===== config.mk =====
export PLATFORM = sky130hd
export DESIGN_NAME = merge_node
export DESIGN_NICKNAME = d
export VERILOG_FILES = /design/src/rtl/sort_pkg.sv /design/src/rtl/sort_cmp.sv /design/src/rtl/merge_node.sv
export SDC_FILE = /design/constraint.sdc
export NUM_CORES = 1
export LEC_CHECK = 0
export CAP_MARGIN = 40
export CELL_PAD_IN_SITES_DETAIL_PLACEMENT = 1
export CELL_PAD_IN_SITES_GLOBAL_PLACEMENT = 1
export CORE_ASPECT_RATIO = 1.2
export CORE_MARGIN = 8
export CORE_UTILIZATION = 25
export DETAILED_ROUTE_END_ITERATION = 6
export PLACE_DENSITY_LB_ADDON = 0.1
export SLEW_MARGIN = 20
export SYNTH_ARGS = -nofsm -noshare
export SYNTH_HDL_FRONTEND = slang
export SYNTH_HIERARCHICAL = 1
export SYNTH_SLANG_ARGS = --single-unit

===== constraint.sdc =====
create_clock -name clk -period 5.54 [get_ports clk]
set_clock_uncertainty 0.1 [all_clocks]
set_input_delay 1.662 -clock clk [delete_from_list [all_inputs] [get_ports clk]]
set_output_delay 1.662 -clock clk [all_outputs]
set_load 0.02 [all_outputs]

===== src/rtl/sort_pkg.sv =====
// Shared types and key-ordering helper for the sorting tree.
// Key comparisons are unsigned; ties always favour input A so merges stay stable.
package sort_pkg;

  localparam int SORT_WIDTH = 32;
  // Widest key supported by the shared ordering helper.
  localparam int KEY_MAX_W = 64;

  typedef enum logic [1:0] {
    MERGE   = 2'd0,
    DRAIN_A = 2'd1,
    DRAIN_B = 2'd2
  } merge_state_t;

  // Returns 1 when key a must leave before key b (equal keys -> a).
  function automatic logic key_first(input logic [KEY_MAX_W-1:0] a,
                                     input logic [KEY_MAX_W-1:0] b,
                                     input logic                 descend);
    return descend ? (a >= b) : (a <= b);
  endfunction

endpackage


===== src/rtl/sort_cmp.sv =====
// Key comparator shared by all merge stages of the sorting tree.
// a_first=1 selects key a; equal keys select a.
module sort_cmp
  import sort_pkg::*;
#(
  parameter int WIDTH   = SORT_WIDTH,
  parameter int DESCEND = 0
) (
  input  logic [WIDTH-1:0] a,
  input  logic [WIDTH-1:0] b,
  output logic             a_first
);

  logic [KEY_MAX_W-1:0] a_ext;
  logic [KEY_MAX_W-1:0] b_ext;

  // Zero extension keeps the unsigned ordering of the original keys.
  assign a_ext   = KEY_MAX_W'(a);
  assign b_ext   = KEY_MAX_W'(b);
  assign a_first = key_first(a_ext, b_ext, (DESCEND != 0));

endmodule


===== src/rtl/merge_node.sv =====
// Two-way merge node: pops one RUN_LEN run from each upstream FIFO and pushes
// a single sorted 2*RUN_LEN run downstream, one key per cycle, zero latency.
module merge_node
  import sort_pkg::*;
#(
  parameter int WIDTH   = SORT_WIDTH,
  parameter int RUN_LEN = 4,
  parameter int DESCEND = 0
) (
  input  logic             clk,
  input  logic             rst,
  input  logic [WIDTH-1:0] a_dout,
  input  logic             a_empty,
  output logic             a_deq,
  input  logic [WIDTH-1:0] b_dout,
  input  logic             b_empty,
  output logic             b_deq,
  output logic [WIDTH-1:0] o_din,
  output logic             o_enq,
  input  logic             o_full,
  output logic             run_done
);

  localparam int CW = $clog2(RUN_LEN + 1);
  localparam logic [CW-1:0] LAST = CW'(RUN_LEN - 1);

  merge_state_t  state_reg, state_next;
  logic [CW-1:0] cnt_a_reg, cnt_a_next;
  logic [CW-1:0] cnt_b_reg, cnt_b_next;
  logic          done_reg, done_next;

  logic a_first;
  logic take_a;
  logic take_b;

  sort_cmp #(
    .WIDTH  (WIDTH),
    .DESCEND(DESCEND)
  ) u_cmp (
    .a      (a_dout),
    .b      (b_dout),
    .a_first(a_first)
  );

  // In the drain states the exhausted side's empty flag and head key are
  // ignored, so the next run of that input is never read ahead.
  always_comb begin
    take_a = 1'b0;
    take_b = 1'b0;
    case (state_reg)
      MERGE: begin
        if (!a_empty && !b_empty && !o_full) begin
          if (a_first) take_a = 1'b1;
          else         take_b = 1'b1;
        end
      end
      DRAIN_A: if (!a_empty && !o_full) take_a = 1'b1;
      DRAIN_B: if (!b_empty && !o_full) take_b = 1'b1;
      default: ;
    endcase
    if (rst) begin
      take_a = 1'b0;
      take_b = 1'b0;
    end
  end

  assign a_deq    = take_a;
  assign b_deq    = take_b;
  assign o_enq    = take_a | take_b;
  assign o_din    = take_b ? b_dout : a_dout;
  assign run_done = done_reg;

  always_comb begin
    state_next = state_reg;
    cnt_a_next = cnt_a_reg;
    cnt_b_next = cnt_b_reg;
    done_next  = 1'b0;
    if (take_a) cnt_a_next = cnt_a_reg + CW'(1);
    if (take_b) cnt_b_next = cnt_b_reg + CW'(1);
    case (state_reg)
      MERGE: begin
        if (take_a && cnt_a_reg == LAST) state_next = DRAIN_B;
        if (take_b && cnt_b_reg == LAST) state_next = DRAIN_A;
      end
      DRAIN_A: begin
        if (take_a && cnt_a_reg == LAST) begin
          state_next = MERGE;
          cnt_a_next = '0;
          cnt_b_next = '0;
          done_next  = 1'b1;
        end
      end
      DRAIN_B: begin
        if (take_b && cnt_b_reg == LAST) begin
          state_next = MERGE;
          cnt_a_next = '0;
          cnt_b_next = '0;
          done_next  = 1'b1;
        end
      end
      default: begin
        state_next = MERGE;
        cnt_a_next = '0;
        cnt_b_next = '0;
      end
    endcase
  end

  always_ff @(posedge clk) begin
    if (rst) begin
      state_reg <= MERGE;
      cnt_a_reg <= '0;
      cnt_b_reg <= '0;
      done_reg  <= 1'b0;
    end else begin
      state_reg <= state_next;
      cnt_a_reg <= cnt_a_next;
      cnt_b_reg <= cnt_b_next;
      done_reg  <= done_next;
    end
  end

endmodule


==> results.yml <==
run_status:
  status: "finished, violations left"
  violations: "setup timing"
floorplanning:
  rows: 35
  io_pins: 105
  die_area_um2: 10840
  initial_utilization: 0.2545
  core_area_um2: 7620
  die_y_um: 112.5
  die_w_um: 96.40
route:
  vias_per_cell: 4.931
  wl_per_cell_um: 18.57
  drc: 0
  dr.pass1.iters: 4
  vias: 2204
  drt_first_iter_violations: 16
  drt-total-wl_mm: 8.299
  ant_nets: 0
grt:
  grt_use_met1: 0.1568
  use_met2: 0.2827
  antenna_found_initial: 0
  grt_pass1_vias: 2524
  top_usage_layer: "met2"
  grtUsageTotal: 0.1454
  grt_use_met3: 0.01268
  grt_pass1_wl_mm: 12.65
  gr-total-overflow: 0
  grt_max_degree: 17
sta:
  finalCriticalPeriod_ns: 6.009
  finalHoldViolCount: 0
  rsz0062_at_grt: "yes"
  min_period_over_period: 1.085
  fin_ws_ns: -0.4687
  slew_viol_final: 0
  finalSetupViolCount: 33
  setup_tns_ns: -11.96
  worst_slew_pin_slew_ns: 0.3959
  max-slew-margin-rel: 0.7333
  fmax_mhz: 166.4
worst_setup_path:
  worstReg2RegEnd: "state_reg[0]$_SDFFE_PP0P_"
  worstPathMaxFanout: 5
  worstSetupPathType: "primary input to primary output"
  crit_path_cell_trace: "clkbuf_2, inv_2, ha_4, nand4_4, a2111o_1, a31oi_4, o21ai_2, nor3b_2, o21ai_2, or2_4, buf_12, buf_16, mux2_4, buf_6"
  r2r_setup_slack_ns: 3.52
  cpMostUsedCell: "o21ai_2"
  regToRegStartpoint: "cnt_b_reg[0]$_SDFF_PP0_"
  end_kind: "primary output"
  slowest_stage: "a2111o_1"
  critPathLaunchType: "primary input"
  critPathArrivalTime_ns: 4.25
  r2r_cells: 6
  cp.required_ns: 3.78
  cpPeakStageDelay_ns: 0.44
cts:
  cts-root-buf: "clkbuf_8"
  cts_max_path_buffers: 2
  insertion_delay_ns: 0.25
  holdBufCountCts: 0
  cts_made_buffers: 3
  cts_sinks: 9
  htreeDepth: 1
  path_clk_slew_ns: 0.05
  cts_tree: "built"
final_layout:
  layout_commonest_cell: "buf_6"
  layout_common_cells: "40 x buf_6, 31 x buf_4, 28 x clkbuf_2, 27 x mux2_4, 27 x ha_4"
  final_util: 0.4956
  drive_gt1_frac: 0.7042
  syn2layout_area_growth_pct: 94.71
  antenna_cells: 0
  design_area_um2: 3776
  nNetsFinal: 465
  n_fill_cell: 870
power:
  p_leak_nw: 1.795
  fin_total_pwr_w: 0.0004298
  cellPowerDensity_nw_per_um2: 113.8
  ir_worst_vdd_uv: 120.6
synthesis:
  synth_seq_cells: 9
  seq_area_frac_synth: 0.09290
  synth_area_leaders: "ha_1 26%, mux2_4 21%, dfxtp_1 9.3%"
  async_flop_share: 0
  syn_area_um2: 1939
  synth_edf_count: 0
  synth_warnings: 6
  syn_nets: 326
  avgSynthCellArea_um2: 8.937
  synth_ff_type: "dfxtp_1"
  syn_inst: 217
  yosys.area.top_type_share: 0.2581
  yosysTopAreaCell: "ha_1"
  synth.distinct_cells: 44
hold_path:
  holdPathStages: 2
  hp-class: "flip-flop to flip-flop"
  holdPathEnd: "cnt_b_reg[1]$_SDFF_PP0_"
  hold_path_startpoint: "cnt_b_reg[1]$_SDFF_PP0_"
place:
  gp_congestion: 0.7815
  hpwlAfterDp_mm: 5.804
  placed_cell_area_um2: 3234
  place_ws_ns: -1.351
  io_buffers: 104
run:
  cap_violations: 0
-- logic make-up after synthesis --
kind of cell               after synthesis  synth area share
buffers and inverters                   45            0.1116
xor gates and xnor gates                 2          0.009034
muxes                                   32            0.2381
DFF                                      9           0.09290
and+or+nand+nor                         47            0.1432
adders and majority gates               40            0.2581
AOI/OAI and AO/OA                       42            0.1471
-- timing repair --
item	in CTS	in global routing
buffers inserted	11	8
gates resized for setup	416	109
cloned	2	0
endpoints found under the setup margin	35	35
pin swaps	25	32
-- where the power goes --
group           total, W  switching [W]  leakage, nW  internal [W]
clock network  0.0000844      0.0000336       0.0228     0.0000508
logic           0.000278       0.000128         1.70      0.000150
registers      0.0000674    0.000000879       0.0728     0.0000665
-- metal layers --
metal  vias to the layer above  share of wire
li1                       1059              -
met1                      1075           0.38
met2                        59           0.56
met3                        11          0.045
met4                         0          0.015
met5                         -              0
-- synthesized netlist by cell type, types with 2 or more instances --
master,number
buf_6,2
mux2_4,27
nand3_1,4
nor3b_1,2
ha_1,40
nor2_1,9
buf_12,2
a21oi_1,14
nand4_1,6
nor2b_1,3
o21ai_0,6
xor2_1,2
o211a_1,2
or4b_1,2
nand2_1,10
o21ai_1,2
nor3_1,2
inv_1,40
dfxtp_1,9
mux2_2,5
a211oi_1,2
a221oi_1,4
-- area by class of cell --
cell class | instances | area (µm²) | area share
Clock buffer | 4 | 45.04 | 0.01193
Inverter | 40 | 165.2 | 0.04374
Multi-Input combinational cell | 163 | 2095 | 0.5547
Sequential cell | 9 | 180.2 | 0.04771
Tap cell | 92 | 115.1 | 0.03048
Timing Repair Buffer | 139 | 1176 | 0.3115
-- per-stage QoR --
stage	hold slack, ns	std cells
4_1_cts	0.3760	443
6_report	0.3654	447
5_1_grt	0.4082	447
3_3_place_gp	0.3484	426
2_1_floorplan	0.3331	217
3_5_place_dp	0.3650	426
-- how the worst max path moves through the flow --
stage / from / to / slack (ns) / cells past startpoint
after global routing: a_dout[26] / o_din[17] / -0.57 / 14
after CTS: b_dout[1] / o_din[9] / -0.51 / 14
final: b_dout[4] / o_din[14] / -0.47 / 14
after floorplan: b_dout[1] / o_din[10] / -0.1 / 13
after detailed placement: b_dout[1] / o_din[10] / -1.35 / 14
after global placement: b_dout[1] / o_din[24] / -1.27 / 14
-- worst max-delay path: cells and delay by family --
family	cells	cell delay, ns
muxes	1	0.31
buffers and inverters	5	0.56
AOI/OAI and AO/OA	4	0.81
adders and majority gates	1	0.26
and+or+nand+nor	3	0.63
Note: power is estimated with default switching activity, not from simulation.
